**config.mk**
```make
export PLATFORM = sky130hd
export DESIGN_NAME = ofmap_writer
export DESIGN_NICKNAME = d
export VERILOG_FILES = /design/src/rtl/ofmap_writer_pkg.sv /design/src/rtl/ofmap_writer_fifo.sv /design/src/rtl/ofmap_writer.sv
export SDC_FILE = /design/constraint.sdc
export NUM_CORES = 1
export LEC_CHECK = 0
export CORE_ASPECT_RATIO = 0.9
export CORE_MARGIN = 5
export CORE_UTILIZATION = 40
export DETAILED_ROUTE_END_ITERATION = 16
export SLEW_MARGIN = 0
export SYNTH_ARGS = -nofsm -noshare
export SYNTH_HDL_FRONTEND = slang
export SYNTH_SLANG_ARGS = --single-unit
```
**constraint.sdc**
```tcl
create_clock -name clk -period 4.56 [get_ports clk]
set_input_delay 0.912 -clock clk [delete_from_list [all_inputs] [get_ports clk]]
set_output_delay 0.912 -clock clk [all_outputs]
set_load 0.01 [all_outputs]
```
**src/rtl/ofmap_writer_pkg.sv**
```systemverilog
// Shared types and width helpers for the output feature-map writer.
// Widths derive from the feature-map and memory geometry parameters.
package ofmap_writer_pkg;

  typedef enum logic [1:0] {
    ST_IDLE  = 2'd0,
    ST_RUN   = 2'd1,
    ST_DRAIN = 2'd2,
    ST_DONE  = 2'd3
  } state_e;

  // Index width for a range, never narrower than one bit
  function automatic int coord_width(input int range);
    return (range > 1) ? $clog2(range) : 1;
  endfunction

  function automatic int addr_width(input int depth);
    return coord_width(depth);
  endfunction

  // One extra bit so a full frame count is representable
  function automatic int count_width(input int xw, input int yw, input int cw);
    return xw + yw + cw + 1;
  endfunction

endpackage

```
**src/rtl/ofmap_writer_fifo.sv**
```systemverilog
// Small synchronous FIFO holding {address, data} write requests.
// A push on full is accepted only when a pop happens in the same cycle.
module sync_fifo #(
  parameter int WIDTH = 8,
  parameter int DEPTH = 8
) (
  input  logic                     clk,
  input  logic                     rst_n,
  input  logic                     push,
  input  logic                     pop,
  input  logic [WIDTH-1:0]         din,
  output logic [WIDTH-1:0]         head,
  output logic                     full,
  output logic                     empty,
  output logic [$clog2(DEPTH):0]   count
);

  localparam int PTRW = $clog2(DEPTH);

  logic [WIDTH-1:0] mem_r [DEPTH];
  logic [PTRW-1:0]  wr_ptr_r;
  logic [PTRW-1:0]  rd_ptr_r;
  logic [PTRW:0]    count_r;
  logic             do_push_s;
  logic             do_pop_s;

  assign full      = (count_r == (PTRW+1)'(DEPTH));
  assign empty     = (count_r == {(PTRW+1){1'b0}});
  assign count     = count_r;
  assign head      = mem_r[rd_ptr_r];
  assign do_pop_s  = pop && !empty;
  assign do_push_s = push && (!full || do_pop_s);

  // Storage array; data is only observed through valid head entries
  always_ff @(posedge clk) begin
    if (do_push_s) begin
      mem_r[wr_ptr_r] <= din;
    end
  end

  // Pointer and occupancy tracking
  always_ff @(posedge clk or negedge rst_n) begin
    if (!rst_n) begin
      wr_ptr_r <= {PTRW{1'b0}};
      rd_ptr_r <= {PTRW{1'b0}};
      count_r  <= {(PTRW+1){1'b0}};
    end else begin
      if (do_push_s) begin
        wr_ptr_r <= wr_ptr_r + {{(PTRW-1){1'b0}}, 1'b1};
      end
      if (do_pop_s) begin
        rd_ptr_r <= rd_ptr_r + {{(PTRW-1){1'b0}}, 1'b1};
      end
      case ({do_push_s, do_pop_s})
        2'b10:   count_r <= count_r + {{PTRW{1'b0}}, 1'b1};
        2'b01:   count_r <= count_r - {{PTRW{1'b0}}, 1'b1};
        default: count_r <= count_r;
      endcase
    end
  end

endmodule

```
**src/rtl/ofmap_writer.sv**
```systemverilog
// Writes the output stream into result memory at channel-major addresses
// through a two-stage pipeline and a small elastic buffer; reports completion.
module ofmap_writer
  import ofmap_writer_pkg::*;
#(
  parameter int IO_DATA_WIDTH      = 16,
  parameter int EXT_MEM_WIDTH      = 32,
  parameter int EXT_MEM_HEIGHT     = 1 << 20,
  parameter int FEATURE_MAP_WIDTH  = 1024,
  parameter int FEATURE_MAP_HEIGHT = 1024,
  parameter int OUTPUT_NB_CHANNELS = 64,
  parameter int FIFO_DEPTH         = 8
) (
  input  logic                                     clk,
  input  logic                                     arst_n_in,
  input  logic                                     start,
  input  logic [count_width(coord_width(FEATURE_MAP_WIDTH), coord_width(FEATURE_MAP_HEIGHT),
                            coord_width(OUTPUT_NB_CHANNELS))-1:0] expected_count,
  input  logic [addr_width(EXT_MEM_HEIGHT)-1:0]    base_addr,
  input  logic [IO_DATA_WIDTH-1:0]                 in_data,
  input  logic                                     in_valid,
  input  logic [coord_width(FEATURE_MAP_WIDTH)-1:0]  in_x,
  input  logic [coord_width(FEATURE_MAP_HEIGHT)-1:0] in_y,
  input  logic [coord_width(OUTPUT_NB_CHANNELS)-1:0] in_ch,
  output logic                                     mem_write_en,
  input  logic                                     mem_grant,
  output logic [addr_width(EXT_MEM_HEIGHT)-1:0]    mem_write_addr,
  output logic [EXT_MEM_WIDTH-1:0]                 mem_din,
  output logic                                     busy,
  output logic                                     done,
  output logic                                     overflow
);

  localparam int XW   = coord_width(FEATURE_MAP_WIDTH);
  localparam int YW   = coord_width(FEATURE_MAP_HEIGHT);
  localparam int CW   = coord_width(OUTPUT_NB_CHANNELS);
  localparam int NW   = count_width(XW, YW, CW);
  localparam int AW   = addr_width(EXT_MEM_HEIGHT);
  localparam int PW   = XW + YW + CW + AW;
  localparam int FW   = AW + EXT_MEM_WIDTH;
  localparam int FCW  = $clog2(FIFO_DEPTH) + 1;

  state_e                   state_r;
  state_e                   state_next_s;
  logic [NW-1:0]            exp_count_r;
  logic [NW-1:0]            rcv_count_r;
  logic [NW-1:0]            rcv_next_s;
  logic [AW-1:0]            base_addr_r;
  logic                     overflow_r;
  logic                     busy_r;
  logic                     done_r;

  logic                     s1_valid_r;
  logic [IO_DATA_WIDTH-1:0] s1_data_r;
  logic [XW-1:0]            s1_x_r;
  logic [YW-1:0]            s1_y_r;
  logic [CW-1:0]            s1_ch_r;

  logic [PW-1:0]            lin_addr_s;
  logic [AW-1:0]            wr_addr_s;
  logic [EXT_MEM_WIDTH-1:0] wr_data_s;
  logic [FW-1:0]            head_s;
  logic                     fifo_full_s;
  logic                     fifo_empty_s;
  logic [FCW-1:0]           fifo_count_s;

  logic                     accept_s;
  logic                     start_ok_s;
  logic                     pop_s;
  logic                     drop_s;
  logic                     drain_last_s;

  assign accept_s   = (state_r == ST_RUN) && in_valid;
  assign start_ok_s = start && ((state_r == ST_IDLE) || (state_r == ST_DONE));
  assign rcv_next_s = rcv_count_r + {{(NW-1){1'b0}}, accept_s};
  assign pop_s      = mem_grant && !fifo_empty_s;
  assign drop_s     = s1_valid_r && fifo_full_s && !pop_s;

  // Pipeline empties this cycle: nothing in stage 1 and the buffer is empty or losing its last entry
  assign drain_last_s = !s1_valid_r &&
                        (fifo_empty_s || (pop_s && (fifo_count_s == FCW'(1))));

  // Stage 2: constant-coefficient channel-major address, wrapped to memory depth
  assign lin_addr_s = (PW'(s1_ch_r) * PW'(FEATURE_MAP_HEIGHT) + PW'(s1_y_r))
                      * PW'(FEATURE_MAP_WIDTH) + PW'(s1_x_r) + PW'(base_addr_r);
  assign wr_addr_s  = lin_addr_s[AW-1:0];
  assign wr_data_s  = {{(EXT_MEM_WIDTH-IO_DATA_WIDTH){s1_data_r[IO_DATA_WIDTH-1]}}, s1_data_r};

  sync_fifo #(
    .WIDTH (FW),
    .DEPTH (FIFO_DEPTH)
  ) u_fifo (
    .clk   (clk),
    .rst_n (arst_n_in),
    .push  (s1_valid_r),
    .pop   (pop_s),
    .din   ({wr_addr_s, wr_data_s}),
    .head  (head_s),
    .full  (fifo_full_s),
    .empty (fifo_empty_s),
    .count (fifo_count_s)
  );

  // Memory side is driven straight from the buffer head, forced to zero when idle
  assign mem_write_en   = !fifo_empty_s;
  assign mem_write_addr = fifo_empty_s ? {AW{1'b0}} : head_s[FW-1:EXT_MEM_WIDTH];
  assign mem_din        = fifo_empty_s ? {EXT_MEM_WIDTH{1'b0}} : head_s[EXT_MEM_WIDTH-1:0];
  assign busy           = busy_r;
  assign done           = done_r;
  assign overflow       = overflow_r;

  // Frame sequencing
  always_comb begin
    state_next_s = state_r;
    case (state_r)
      ST_IDLE: begin
        if (start_ok_s) state_next_s = ST_RUN;
        else            state_next_s = ST_IDLE;
      end
      ST_RUN: begin
        if (rcv_next_s >= exp_count_r) state_next_s = ST_DRAIN;
        else                           state_next_s = ST_RUN;
      end
      ST_DRAIN: begin
        if (drain_last_s) state_next_s = ST_DONE;
        else              state_next_s = ST_DRAIN;
      end
      ST_DONE: begin
        if (start_ok_s) state_next_s = ST_RUN;
        else            state_next_s = ST_DONE;
      end
      default: state_next_s = ST_IDLE;
    endcase
  end

  // State, frame registers and status flags
  always_ff @(posedge clk or negedge arst_n_in) begin
    if (!arst_n_in) begin
      state_r     <= ST_IDLE;
      exp_count_r <= {NW{1'b0}};
      rcv_count_r <= {NW{1'b0}};
      base_addr_r <= {AW{1'b0}};
      overflow_r  <= 1'b0;
      busy_r      <= 1'b0;
      done_r      <= 1'b0;
    end else begin
      state_r <= state_next_s;
      busy_r  <= (state_next_s == ST_RUN) || (state_next_s == ST_DRAIN);
      done_r  <= (state_next_s == ST_DONE);
      if (start_ok_s) begin
        exp_count_r <= expected_count;
        base_addr_r <= base_addr;
        rcv_count_r <= {NW{1'b0}};
        overflow_r  <= 1'b0;
      end else begin
        rcv_count_r <= rcv_next_s;
        if (drop_s) begin
          overflow_r <= 1'b1;
        end
      end
    end
  end

  // Stage 1 input capture
  always_ff @(posedge clk or negedge arst_n_in) begin
    if (!arst_n_in) begin
      s1_valid_r <= 1'b0;
      s1_data_r  <= {IO_DATA_WIDTH{1'b0}};
      s1_x_r     <= {XW{1'b0}};
      s1_y_r     <= {YW{1'b0}};
      s1_ch_r    <= {CW{1'b0}};
    end else begin
      s1_valid_r <= accept_s;
      if (accept_s) begin
        s1_data_r <= in_data;
        s1_x_r    <= in_x;
        s1_y_r    <= in_y;
        s1_ch_r   <= in_ch;
      end
    end
  end

endmodule

```
======== Yosys cells after proc, flatten, opt, wreduce, memory -nomap -nowiden ========
Memory sizes are Yosys's and may differ from the RTL's.
Cells that the tools add are included.
word-level totals
  flip-flop bits (word level) ............. 126
  bits in latches ......................... 0
  RAM bits ................................ 416
  memory bits (read-only) ................. 0
  bits of input ports ..................... 94
  output and inout bits ................... 56
  word-level logic and storage cells ...... 68
  memories kept ........................... 1
memories
  memory        depth  width  read ports  clocked after memory_dff  write ports  line                     RTL
  u_fifo.mem_r  8      52     1           0                         1            ofmap_writer_fifo.sv:20  logic [WIDTH-1:0] mem_r [DEPTH];
operators by class
  $add $sub $neg .......................... 8
  $mul .................................... 0
  div/mod/pow operators ................... 0
  order comparisons ....................... 1
  eq/ne operators ......................... 10
  shifts and indexed selects .............. 0
  mux-type cells .......................... 13
  bitwise operators ....................... 0
  reduce and logical (&&, ||, !) cells .... 21
operator list
  kind                                                                   count
  32-bit two-way mux                                                     1
  27-bit by 1-bit adder with 27-bit output                               1
  27-bit >= comparator                                                   1
  27-bit two-way mux                                                     1
  20-bit by 10-bit adder with 20-bit output                              1
  20-bit adder                                                           1
  20-bit two-way mux                                                     1
  1-bit by 10-bit adder with 10-bit output, first input constant         1
  2-bit equality test, second input constant                             5
  1-bit logical AND                                                      9
  2-bit one-hot mux with 4 select lines                                  1
  4-bit one-hot mux with 2 select lines                                  1
  3-bit by 1-bit adder with 3-bit output, second input constant          2
  2-bit by 1-bit equality test with 1-bit output, second input constant  3
  1-bit two-way mux                                                      6
  4-bit by 1-bit adder with 4-bit output, second input constant          1
  4-bit by 1-bit equality test with 1-bit output, second input constant  1
  4-bit equality test, second input constant                             1
  1-bit zero test                                                        4
  4-bit zero test                                                        1
  1-bit logical OR                                                       4
  2-bit two-way mux                                                      2
  2-bit nonzero test                                                     2
  4-bit by 1-bit subtractor with 4-bit output, second input constant     1
  2-bit zero test                                                        1

======== Longest topological paths before layout ========
Gate-level depths: netlist (run 1).
  depth after elaboration ................. 10
  mapped depth ............................ 21
  mapped depth without buffers ............ 19

======== Cells and area by module ========
A second synthesis (run 1) with hierarchy kept.
second synthesis, totals
  cells, all modules ...................... 1369
  area, all modules ....................... 23268.6 um^2
by module, submodules not included
  module        times used  cells each  area an instance (um^2)  sequential area each (um^2)
  sync_fifo     1           668         16470.8                  12742.2
  ofmap_writer  1           701         6797.8                   2902.8

======== Worst setup path after synthesis (run 1) ========
Ideal clock, no wire load.
  path type ............................... input to register
  start ................................... input port in_valid
  end ..................................... register busy_r, in the netlist busy
  setup time .............................. 0.126 ns
  arrival time ............................ 4.293 ns
  required time ........................... 4.434 ns
  slack ................................... 0.141 ns
  stages .................................. 19
  buffers on the path ..................... 2
  path through ............................ nand2_1 clkbuf_1 inv_1 ha_1 ha_1 nand3_1 nor2_1 and3_1 buf_4 and3_4 xor2_2 ha_1 nand4_1 nor4_1 a22oi_1 o2111ai_1 nor3_1 o21a_1 ha_1
between the ends
  longest elaborated chain between the ends .. 7
ends and longest elaborated chain
  what                                                                                          line                 RTL
  start: declaration                                                                            ofmap_writer.sv:21   input logic in_valid,
  1-bit logical AND (*)                                                                         ofmap_writer.sv:73   assign accept_s = (state_r == ST_RUN) && in_valid;
  via accept_s                                                                                  ofmap_writer.sv:67   logic accept_s;
  27-bit by 1-bit adder with 27-bit output (*)                                                  ofmap_writer.sv:75   assign rcv_next_s = rcv_count_r + {{(NW-1){1'b0}}, accept_s};
  27-bit >= comparator (*)                                                                      ofmap_writer.sv:121  if (rcv_next_s >= exp_count_r) state_next_s = ST_DRAIN;
  2-bit two-way mux (*)                                                                         ofmap_writer.sv:121
  2-bit one-hot mux with 4 select lines (*)                                                     ofmap_writer.sv:115  case (state_r)
  via state_next_s[0]                                                                           ofmap_writer.sv:44   state_e state_next_s;
  2-bit by 1-bit equality test with 1-bit output / 2-bit equality test (equally long branches)  ofmap_writer.sv:148  busy_r <= (state_next_s == ST_RUN) || (state_next_s == ST_DRAIN);
  1-bit logical OR (*)                                                                          ofmap_writer.sv:148
  end signal: assignment                                                                        ofmap_writer.sv:148
  end: declaration                                                                              ofmap_writer.sv:50   logic busy_r;
The timed path passes the listed nets; every way through them passes the cells marked *.
A chain may end at the register's enable or synchronous reset.

======== Worst setup path after layout (run 1) ========
  start ................................... register u_fifo.rd_ptr_r[0]
  end ..................................... output port mem_write_addr[12]
between the ends
  longest elaborated chain between the ends .. 2
ends and longest elaborated chain
  what                      line                     RTL
  start: declaration        ofmap_writer_fifo.sv:22  logic [PTRW-1:0] rd_ptr_r;
  start signal: assignment  ofmap_writer_fifo.sv:45  rd_ptr_r <= {PTRW{1'b0}};
  start signal: assignment  ofmap_writer_fifo.sv:52  rd_ptr_r <= rd_ptr_r + {{(PTRW-1){1'b0}}, 1'b1};
  memory read 8 x 52 bit    -
  20-bit two-way mux        ofmap_writer.sv:106      assign mem_write_addr = fifo_empty_s ? {AW{1'b0}} : head_s[FW-1:EXT_MEM_WIDTH];
  end: declaration          ofmap_writer.sv:27       output logic [addr_width(EXT_MEM_HEIGHT)-1:0] mem_write_addr,
Every way passes these cells.

==> metrics.txt, run 1 <==
# TYPE chip_impl_metric gauge
chip_impl_metric{name="nets",unit=""} 1487
chip_impl_metric{name="io_pins",unit=""} 150
chip_impl_info{name="cts_tree",value="done"} 1
chip_impl_metric{name="synth.distinct_cells",unit=""} 52
chip_impl_metric{name="syn_inst",unit=""} 1167
chip_impl_metric{name="initial_utilization",unit=""} 0.4032
chip_impl_metric{name="final_clock_period_utilization_by_the_worst_path",unit=""} 0.9228
chip_impl_metric{name="number_of_antenna_violations_at_the_first_check_in_global_routing",unit=""} 1
chip_impl_info{name="worstReg2RegEnd",value="busy"} 1
chip_impl_metric{name="power_frac_seq",unit=""} 0.407
chip_impl_info{name="status",value="finished, final reports clean"} 1
chip_impl_metric{name="yosysWarnings",unit=""} 0
chip_impl_metric{name="synth-edff-count",unit=""} 288
chip_impl_metric{name="tightestPinTransition",unit="ps"} 886.0
chip_impl_metric{name="synth.top_cell.area_share",unit=""} 0.4861
chip_impl_metric{name="worstPathRequired",unit="ps"} 3650
chip_impl_metric{name="cts.reportedPaths.clkPinSlew",unit="ps"} 60
chip_impl_metric{name="detailed_place_hpwl",unit="mm"} 24.55
chip_impl_metric{name="postRouteAntennaNets",unit=""} 0
chip_impl_metric{name="power.density_cell_area",unit="mW/mm²"} 736.7
chip_impl_metric{name="core.rowCount",unit=""} 73
chip_impl_info{name="cp-startpoint",value="u_fifo.rd_ptr_r[0]"} 1
chip_impl_metric{name="detail_route.wirelength",unit="mm"} 38.20
chip_impl_metric{name="number_of_failing_setup_endpoints_in_the_final_timing_report",unit=""} 0
chip_impl_metric{name="arrival",unit="ps"} 3300
chip_impl_metric{name="portion_of_total_power_attributed_to_combinational_logic",unit=""} 0.382
chip_impl_metric{name="globalRouteOverflowTotal",unit=""} 0
chip_impl_metric{name="vdd_ir_drop_max",unit="µV"} 325.1
chip_impl_metric{name="syn-num-nets",unit=""} 1322
chip_impl_metric{name="via_per_inst",unit=""} 5.020
chip_impl_metric{name="post_synthesis_sequential_area_ratio",unit=""} 0.6634
chip_impl_metric{name="synth-async-reset-ratio",unit=""} 0.3043
chip_impl_info{name="worstHoldPathType",value="input port to async pin"} 1
chip_impl_metric{name="clkSinkCount",unit=""} 414
chip_impl_metric{name="cellLeakagePower",unit="nW"} 8.086
chip_impl_metric{name="route.detailed.wl_per_inst",unit="µm"} 19.44
chip_impl_metric{name="post_cts_setup_buffer_count",unit=""} 0
chip_impl_metric{name="timing_hold_violations_final",unit=""} 0
chip_impl_metric{name="power.switching",unit="mW"} 5.301
chip_impl_metric{name="grt_pass1_wl",unit="mm"} 60.16
chip_impl_metric{name="r2r_slack",unit="ps"} 580
chip_impl_metric{name="first_iter_violations",unit=""} 554
chip_impl_metric{name="cp_max_fo",unit=""} 38
chip_impl_info{name="reg2reg_from",value="state_r[1]"} 1
chip_impl_metric{name="total_power",unit="mW"} 15.78
chip_impl_info{name="top_cells_by_area_in_the_synthesized_netlist",value="edfxtp_1 49%, dfrtp_1 18%, mux4_2 9.1%"} 1
chip_impl_metric{name="floorplan.die.height",unit="µm"} 210.1
chip_impl_metric{name="flow.area_growth_from_synthesis",unit="%"} 20.40
chip_impl_info{name="ys.flop_type",value="edfxtp_1"} 1
chip_impl_metric{name="gp_routability_congestion",unit=""} 0.7759
chip_impl_info{name="path_type_of_the_worst_setup_path",value="flop to primary output"} 1
chip_impl_metric{name="vias",unit=""} 9864
chip_impl_metric{name="cts-buffers-inserted",unit=""} 43
chip_impl_metric{name="layout-drive-gt1-share",unit=""} 0.1685
chip_impl_metric{name="layout.filler_cells",unit=""} 3777
chip_impl_metric{name="drt_first_pass_iters",unit=""} 5
chip_impl_metric{name="period_minus_slack",unit="ps"} 4208
chip_impl_info{name="cts.root.buffer_cell",value="clkbuf_16"} 1
chip_impl_metric{name="grt_max_degree",unit=""} 77
chip_impl_metric{name="num_antenna_cells",unit=""} 0
chip_impl_metric{name="post-route-drc-count",unit=""} 0
chip_impl_metric{name="groute.usage.overall",unit=""} 0.1576
chip_impl_metric{name="stdcell_count",unit=""} 1965
chip_impl_metric{name="final.setup_skew",unit="ps"} 17.60
chip_impl_info{name="worst_setup_path_start_kind",value="flop"} 1
chip_impl_metric{name="p_int",unit="mW"} 10.48
chip_impl_metric{name="fmax",unit="MHz"} 237.6
chip_impl_metric{name="slew_headroom",unit=""} 0.4081
chip_impl_metric{name="core_region_area",unit="mm²"} 0.04412
chip_impl_info{name="synth_largest_area_cell",value="edfxtp_1"} 1
chip_impl_metric{name="die_area",unit="mm²"} 0.04880
chip_impl_metric{name="post-place-cells",unit=""} 1887
chip_impl_info{name="grt_setup_unrepaired",value="no"} 1
chip_impl_metric{name="reg2reg_depth",unit=""} 19
chip_impl_metric{name="post_cts_resized",unit=""} 0
chip_impl_metric{name="final_max_slew_viol_count",unit=""} 0
chip_impl_metric{name="die_outline_width",unit="µm"} 232.3
chip_impl_metric{name="cts_buffer_depth",unit=""} 3
chip_impl_metric{name="timing.max_cap.violations",unit=""} 0
chip_impl_metric{name="clk_latency",unit="ps"} 540
chip_impl_metric{name="clock_power_share",unit=""} 0.211
chip_impl_metric{name="ys_seq_elements",unit=""} 414
chip_impl_metric{name="total_standard_cell_area_after_synthesis",unit="mm²"} 0.01779
chip_impl_metric{name="netSwitchingFraction",unit=""} 0.3360
chip_impl_metric{name="via_count_of_the_first_global_routing_pass",unit=""} 10460
chip_impl_metric{name="ctsHoldBuffers",unit=""} 0
chip_impl_metric{name="synth_area_per_cell",unit="µm²"} 15.24
chip_impl_info{name="critical_path.endpoint_type",value="primary output"} 1
chip_impl_metric{name="cts_max_level",unit=""} 2
chip_impl_metric{name="numPortBuffers",unit=""} 143
critical path: stages, from the launching register on:
cell and delay [ps]:
dfrtp_4 960, buf_4 390, mux4_2 530, mux2i_1 270, nor2_1 80, clkdlybuf4s50_1 500
synth_stat cells (all sizes together), types with 2 or more instances:
library cell	count
dfrtp	126
nor2b	5
o21ai	42
nand2	130
and2	29
o211ai	6
a21o	3
ha	60
xnor2	30
a211oi	2
mux2i	37
nand2b	8
buf	32
inv	43
nor3	12
a31oi	2
mux4	72
and3	7
nand3	14
o21a	2
mux2	36
nor2	69
edfxtp	288
xor2	20
nand4	12
clkbuf	27
a21oi	36
layout by cell type, fill, tap and decap left out, drive strengths merged, types with 37 or more instances in the layout:
master	Yosys	routed
ha	60	60
nand2	130	130
inv	43	45
nor2	69	69
o21ai	42	42
mux2i	37	37
clkdlybuf4s50	0	142
buf	32	37
mux4	72	72
edfxtp	288	288
clkbuf	27	60
dfrtp	126	126
cells by family (layout without fill, tap and decap cells):
| logic type | after synthesis | count (layout) | synth area share |
|---|---|---|---|
| flops | 414 | 414 | 0.6634 |
| mux | 145 | 145 | 0.1348 |
| buf+inv | 102 | 300 | 0.02602 |
| xor+xnor | 50 | 50 | 0.02504 |
| simple gates | 293 | 293 | 0.07498 |
| fa+ha+maj | 61 | 61 | 0.04333 |
| compound gates | 102 | 102 | 0.03249 |
power groups by stage:
| stage | Clock, mW | Combinational (mW) | Sequential [mW] |
|---|---|---|---|
| finish | 3.33 | 6.02 | 6.43 |
| detailed placement | 0 | 6.13 | 6.52 |
| global placement | 0 | 6.02 | 6.48 |
| global route | 3.59 | 6.66 | 6.54 |
| floorplan | 0 | 4.06 | 6.21 |
| CTS | 3.42 | 6.15 | 6.45 |
metrics by stage:
step                      TNS (ps)  setup WS [ps]  instance area, µm²  hold slack, ps    util
after global routing             0          14.58               21420           457.0  0.4855
after CTS                        0          192.4               21410           423.0  0.4853
after floorplan                  0          141.3               17790           452.3       -
after detailed placement    -192.4         -147.3               20060           469.8  0.4548
after global placement      -103.4         -97.77               20060           466.0  0.4548
final                            0          351.9               21420           402.9  0.4855
per-layer routing:
metal / GRT usage / routed length, µm / up-vias
met3: 0.02855 / 1640 / 55
met4: 0.03443 / 698 / 2
met1: 0.2261 / 17750 / 4995
met2: 0.2553 / 18100 / 177
li1: - / - / 4635
met5: 0 / 13 / -
registers in the layout, indices dropped and copies added (netlist names):
signal           cells
overflow             1
u_fifo.rd_ptr_r      3
state_r              2
u_fifo.mem_r       288
u_fifo.wr_ptr_r      3
u_fifo.count         4
done                 1
exp_count_r         27
s1_x_r              10
base_addr_r         20
s1_data_r           16
s1_y_r              10
rcv_count_r         27
busy                 1
s1_valid_r           1
cell type report:
type / instances / area, µm² / area share
clock buffers: 60 / 1211 / 0.05655
clock inverters: 18 / 133.9 / 0.006251
inverters: 43 / 161.4 / 0.007536
multi-input cells: 651 / 5600 / 0.2615
flip-flops and latches: 414 / 11810 / 0.5513
well taps: 600 / 750.7 / 0.03505
repair buffers: 179 / 1753 / 0.08184
worst max path at each step:
stage	endpoint	slack, ps
finish	mem_write_addr[12]	350
global route	busy	10
CTS	mem_din[25]	190
detailed placement	busy	-150
global placement	busy	-100
floorplan	busy	140
Power figures use the tool's default switching activity.
==> inputs of run 2 (changes only) <==
==> constraint.sdc (replaced) <==
create_clock -name clk -period 4.75 [get_ports clk]
set_input_delay 0.95 -clock clk [delete_from_list [all_inputs] [get_ports clk]]
set_output_delay 0.95 -clock clk [all_outputs]
set_load 0.01 [all_outputs]
==> run 2 against run 1 <==
Via count is essentially flat. Critical endpoint is now busy. Wire length grew 0.91%. Combinational power shrank 3.7%. Critical path depth grew 13. Worst hold slack lost 31 ps. Highest routed layer is now met4. Register-to-register slack gained 150 ps.
==> metrics.txt, run 2 (synthesized netlist as in run 1, its figures left out) <==
# TYPE chip_impl_metric gauge
chip_impl_metric{name="grt_pass1_wl",unit="mm"} 60.53
chip_impl_metric{name="gp_routability_congestion",unit=""} 0.7979
chip_impl_metric{name="floorplan.die.height",unit="µm"} 210.1
chip_impl_metric{name="vias",unit=""} 9872
chip_impl_metric{name="portion_of_total_power_attributed_to_combinational_logic",unit=""} 0.377
chip_impl_info{name="layout_commonest_cell",value="edfxtp_1"} 1
chip_impl_metric{name="flow.area_growth_from_synthesis",unit="%"} 21.08
chip_impl_metric{name="io_pins",unit=""} 150
chip_impl_info{name="final_cell_mix",value="288 x edfxtp_1, 142 x clkdlybuf4s50_1, 129 x nand2_1"} 1
chip_impl_metric{name="detail_route.wirelength",unit="mm"} 38.55
chip_impl_metric{name="first_iter_violations",unit=""} 540
chip_impl_metric{name="number_of_antenna_violations_at_the_first_check_in_global_routing",unit=""} 0
chip_impl_metric{name="vdd_ir_drop_max",unit="µV"} 334.4
chip_impl_info{name="worst_setup_path_start_kind",value="input port"} 1
chip_impl_metric{name="clk_latency",unit="ps"} 560
chip_impl_metric{name="initial_utilization",unit=""} 0.4032
chip_impl_info{name="cts.root.buffer_cell",value="clkbuf_16"} 1
chip_impl_metric{name="cellLeakagePower",unit="nW"} 8.125
chip_impl_metric{name="largest_register_ff_count",unit=""} 288
chip_impl_metric{name="final_clock_period_utilization_by_the_worst_path",unit=""} 0.8840
chip_impl_metric{name="number_of_failing_setup_endpoints_in_the_final_timing_report",unit=""} 0
chip_impl_metric{name="die_outline_width",unit="µm"} 232.3
chip_impl_metric{name="num_antenna_cells",unit=""} 0
chip_impl_metric{name="post_cts_setup_buffer_count",unit=""} 0
chip_impl_metric{name="slew_headroom",unit=""} 0.2946
chip_impl_metric{name="numPortBuffers",unit=""} 143
chip_impl_metric{name="core.rowCount",unit=""} 73
chip_impl_metric{name="arrival",unit="ps"} 4640
chip_impl_metric{name="hold_slack",unit="ps"} 371.8
chip_impl_info{name="registers.top_by_ff_count",value="u_fifo.mem_r"} 1
chip_impl_metric{name="post-route-drc-count",unit=""} 0
chip_impl_metric{name="timing_hold_violations_final",unit=""} 0
chip_impl_metric{name="timing.max_cap.violations",unit=""} 0
chip_impl_metric{name="detailed_place_hpwl",unit="mm"} 24.47
chip_impl_metric{name="netSwitchingFraction",unit=""} 0.3338
chip_impl_metric{name="core_region_area",unit="mm²"} 0.04412
chip_impl_metric{name="cts-buffers-inserted",unit=""} 44
chip_impl_metric{name="globalRouteOverflowTotal",unit=""} 0
chip_impl_metric{name="power_frac_seq",unit=""} 0.402
chip_impl_metric{name="p_int",unit="mW"} 10.26
chip_impl_metric{name="drt_first_pass_iters",unit=""} 4
chip_impl_metric{name="post_cts_resized",unit=""} 0
chip_impl_metric{name="worstPathRequired",unit="ps"} 5190
chip_impl_metric{name="period_minus_slack",unit="ps"} 4199
chip_impl_info{name="path_type_of_the_worst_setup_path",value="input port to flop"} 1
chip_impl_metric{name="via_count_of_the_first_global_routing_pass",unit=""} 10400
chip_impl_metric{name="clock_power_share",unit=""} 0.222
chip_impl_metric{name="power.switching",unit="mW"} 5.141
chip_impl_info{name="largestRegisters",value="u_fifo.mem_r (288), exp_count_r (27), rcv_count_r (27)"} 1
chip_impl_metric{name="nets",unit=""} 1484
chip_impl_metric{name="cts_max_level",unit=""} 2
chip_impl_info{name="worstHoldPathType",value="input port to async pin"} 1
chip_impl_metric{name="finalCoreUtilization",unit=""} 0.4882
chip_impl_metric{name="die_area",unit="mm²"} 0.04880
chip_impl_metric{name="tightestPinTransition",unit="ps"} 1058
chip_impl_metric{name="cts_buffer_depth",unit=""} 3
chip_impl_metric{name="via_per_inst",unit=""} 5.024
chip_impl_info{name="cts_tree",value="done"} 1
chip_impl_info{name="critical_path.endpoint_type",value="flop"} 1
chip_impl_metric{name="final_max_slew_viol_count",unit=""} 0
chip_impl_metric{name="route.detailed.wl_per_inst",unit="µm"} 19.62
chip_impl_metric{name="groute.usage.overall",unit=""} 0.1589
chip_impl_metric{name="power.density_cell_area",unit="mW/mm²"} 714.9
chip_impl_metric{name="clkSinkCount",unit=""} 414
chip_impl_metric{name="postRouteAntennaNets",unit=""} 0
chip_impl_metric{name="fmax",unit="MHz"} 238.2
chip_impl_metric{name="cts.reportedPaths.clkPinSlew",unit="ps"} 60
chip_impl_metric{name="grt_max_degree",unit=""} 65
chip_impl_metric{name="final.setup_skew",unit="ps"} 18.69
chip_impl_info{name="grt_setup_unrepaired",value="no"} 1
chip_impl_metric{name="ctsHoldBuffers",unit=""} 0
chip_impl_info{name="status",value="finished, final reports clean"} 1
chip_impl_metric{name="cp_max_fo",unit=""} 5
chip_impl_metric{name="layout-drive-gt1-share",unit=""} 0.1678
[run 2: cell types whose count changed in the layout (fill, tap and decap cells not counted), sizes merged]
cell      change
buf           -4
bufinv        +1
clkbuf        +4
clkinv        -1
clkinvlp      +2
inv           -2
[run 2: per-stage QoR]
| stage | power [mW] | TNS, ps | setup WS (ps) | std cells | instance area, µm² |
|---|---|---|---|---|---|
| after floorplan | 9.859 | 0 | 293.3 | 1167 | 17790 |
| after global routing | 16.37 | 0 | 230.0 | 1965 | 21540 |
| after CTS | 15.63 | 0 | 519.4 | 1965 | 21540 |
| final | 15.40 | 0 | 551.2 | 1965 | 21540 |
| after global placement | 12.01 | 0 | 52.26 | 1883 | 20070 |
| after detailed placement | 12.16 | -8.083 | -8.083 | 1883 | 20070 |
[run 2: power groups by stage]
stage	clock network, mW	logic, mW	registers (mW)
floorplan	0	3.90	5.96
global placement	0	5.78	6.23
detailed placement	0	5.89	6.27
CTS	3.51	5.92	6.20
global route	3.67	6.42	6.29
finish	3.41	5.80	6.19
[run 2: final timing paths]
check,start,cells after the start,slack [ps],endpoint
min in group clk,base_addr_r[2],2,490,base_addr_r[2]
hold / removal,arst_n_in,1,370,s1_data_r[12]
hold reg to reg,base_addr_r[2],2,490,base_addr_r[2]
setup / recovery,in_valid,18,550,busy
max in group asynchronous,arst_n_in,2,3370,s1_x_r[5]
setup reg to reg,state_r[1],19,730,busy
[run 2: layout make-up]
type,count,area (µm²)
Clock inverter,18,158.9
Sequential cell,414,11810
Tap cell,600,750.7
Clock buffer,64,1309
Multi-Input combinational cell,651,5592
Fill cell,3721,22580
Inverter,43,161.4
Timing Repair Buffer,175,1760
[run 2: worst max-delay path, stage by stage]
cell	delay, ps
clkdlybuf4s50_1	480
nand2_2	80
inv_1	90
ha_1	170
ha_1	170
nand3_1	100
nor2_1	230
and3_1	320
and3_4	220
xor2_2	80
ha_1	310
nand4_1	160
nor4_1	450
a22oi_1	140
o2111ai_1	110
nor3_1	100
o21a_1	190
ha_1	290
[run 2: layer usage]
metal  global-route usage  up-vias  share of wire
met4              0.03259        0          0.015
li1                     -     4631              -
met3              0.03300       43          0.044
met5                    0        -              0
met2               0.2518      170           0.47
met1               0.2311     5028           0.47
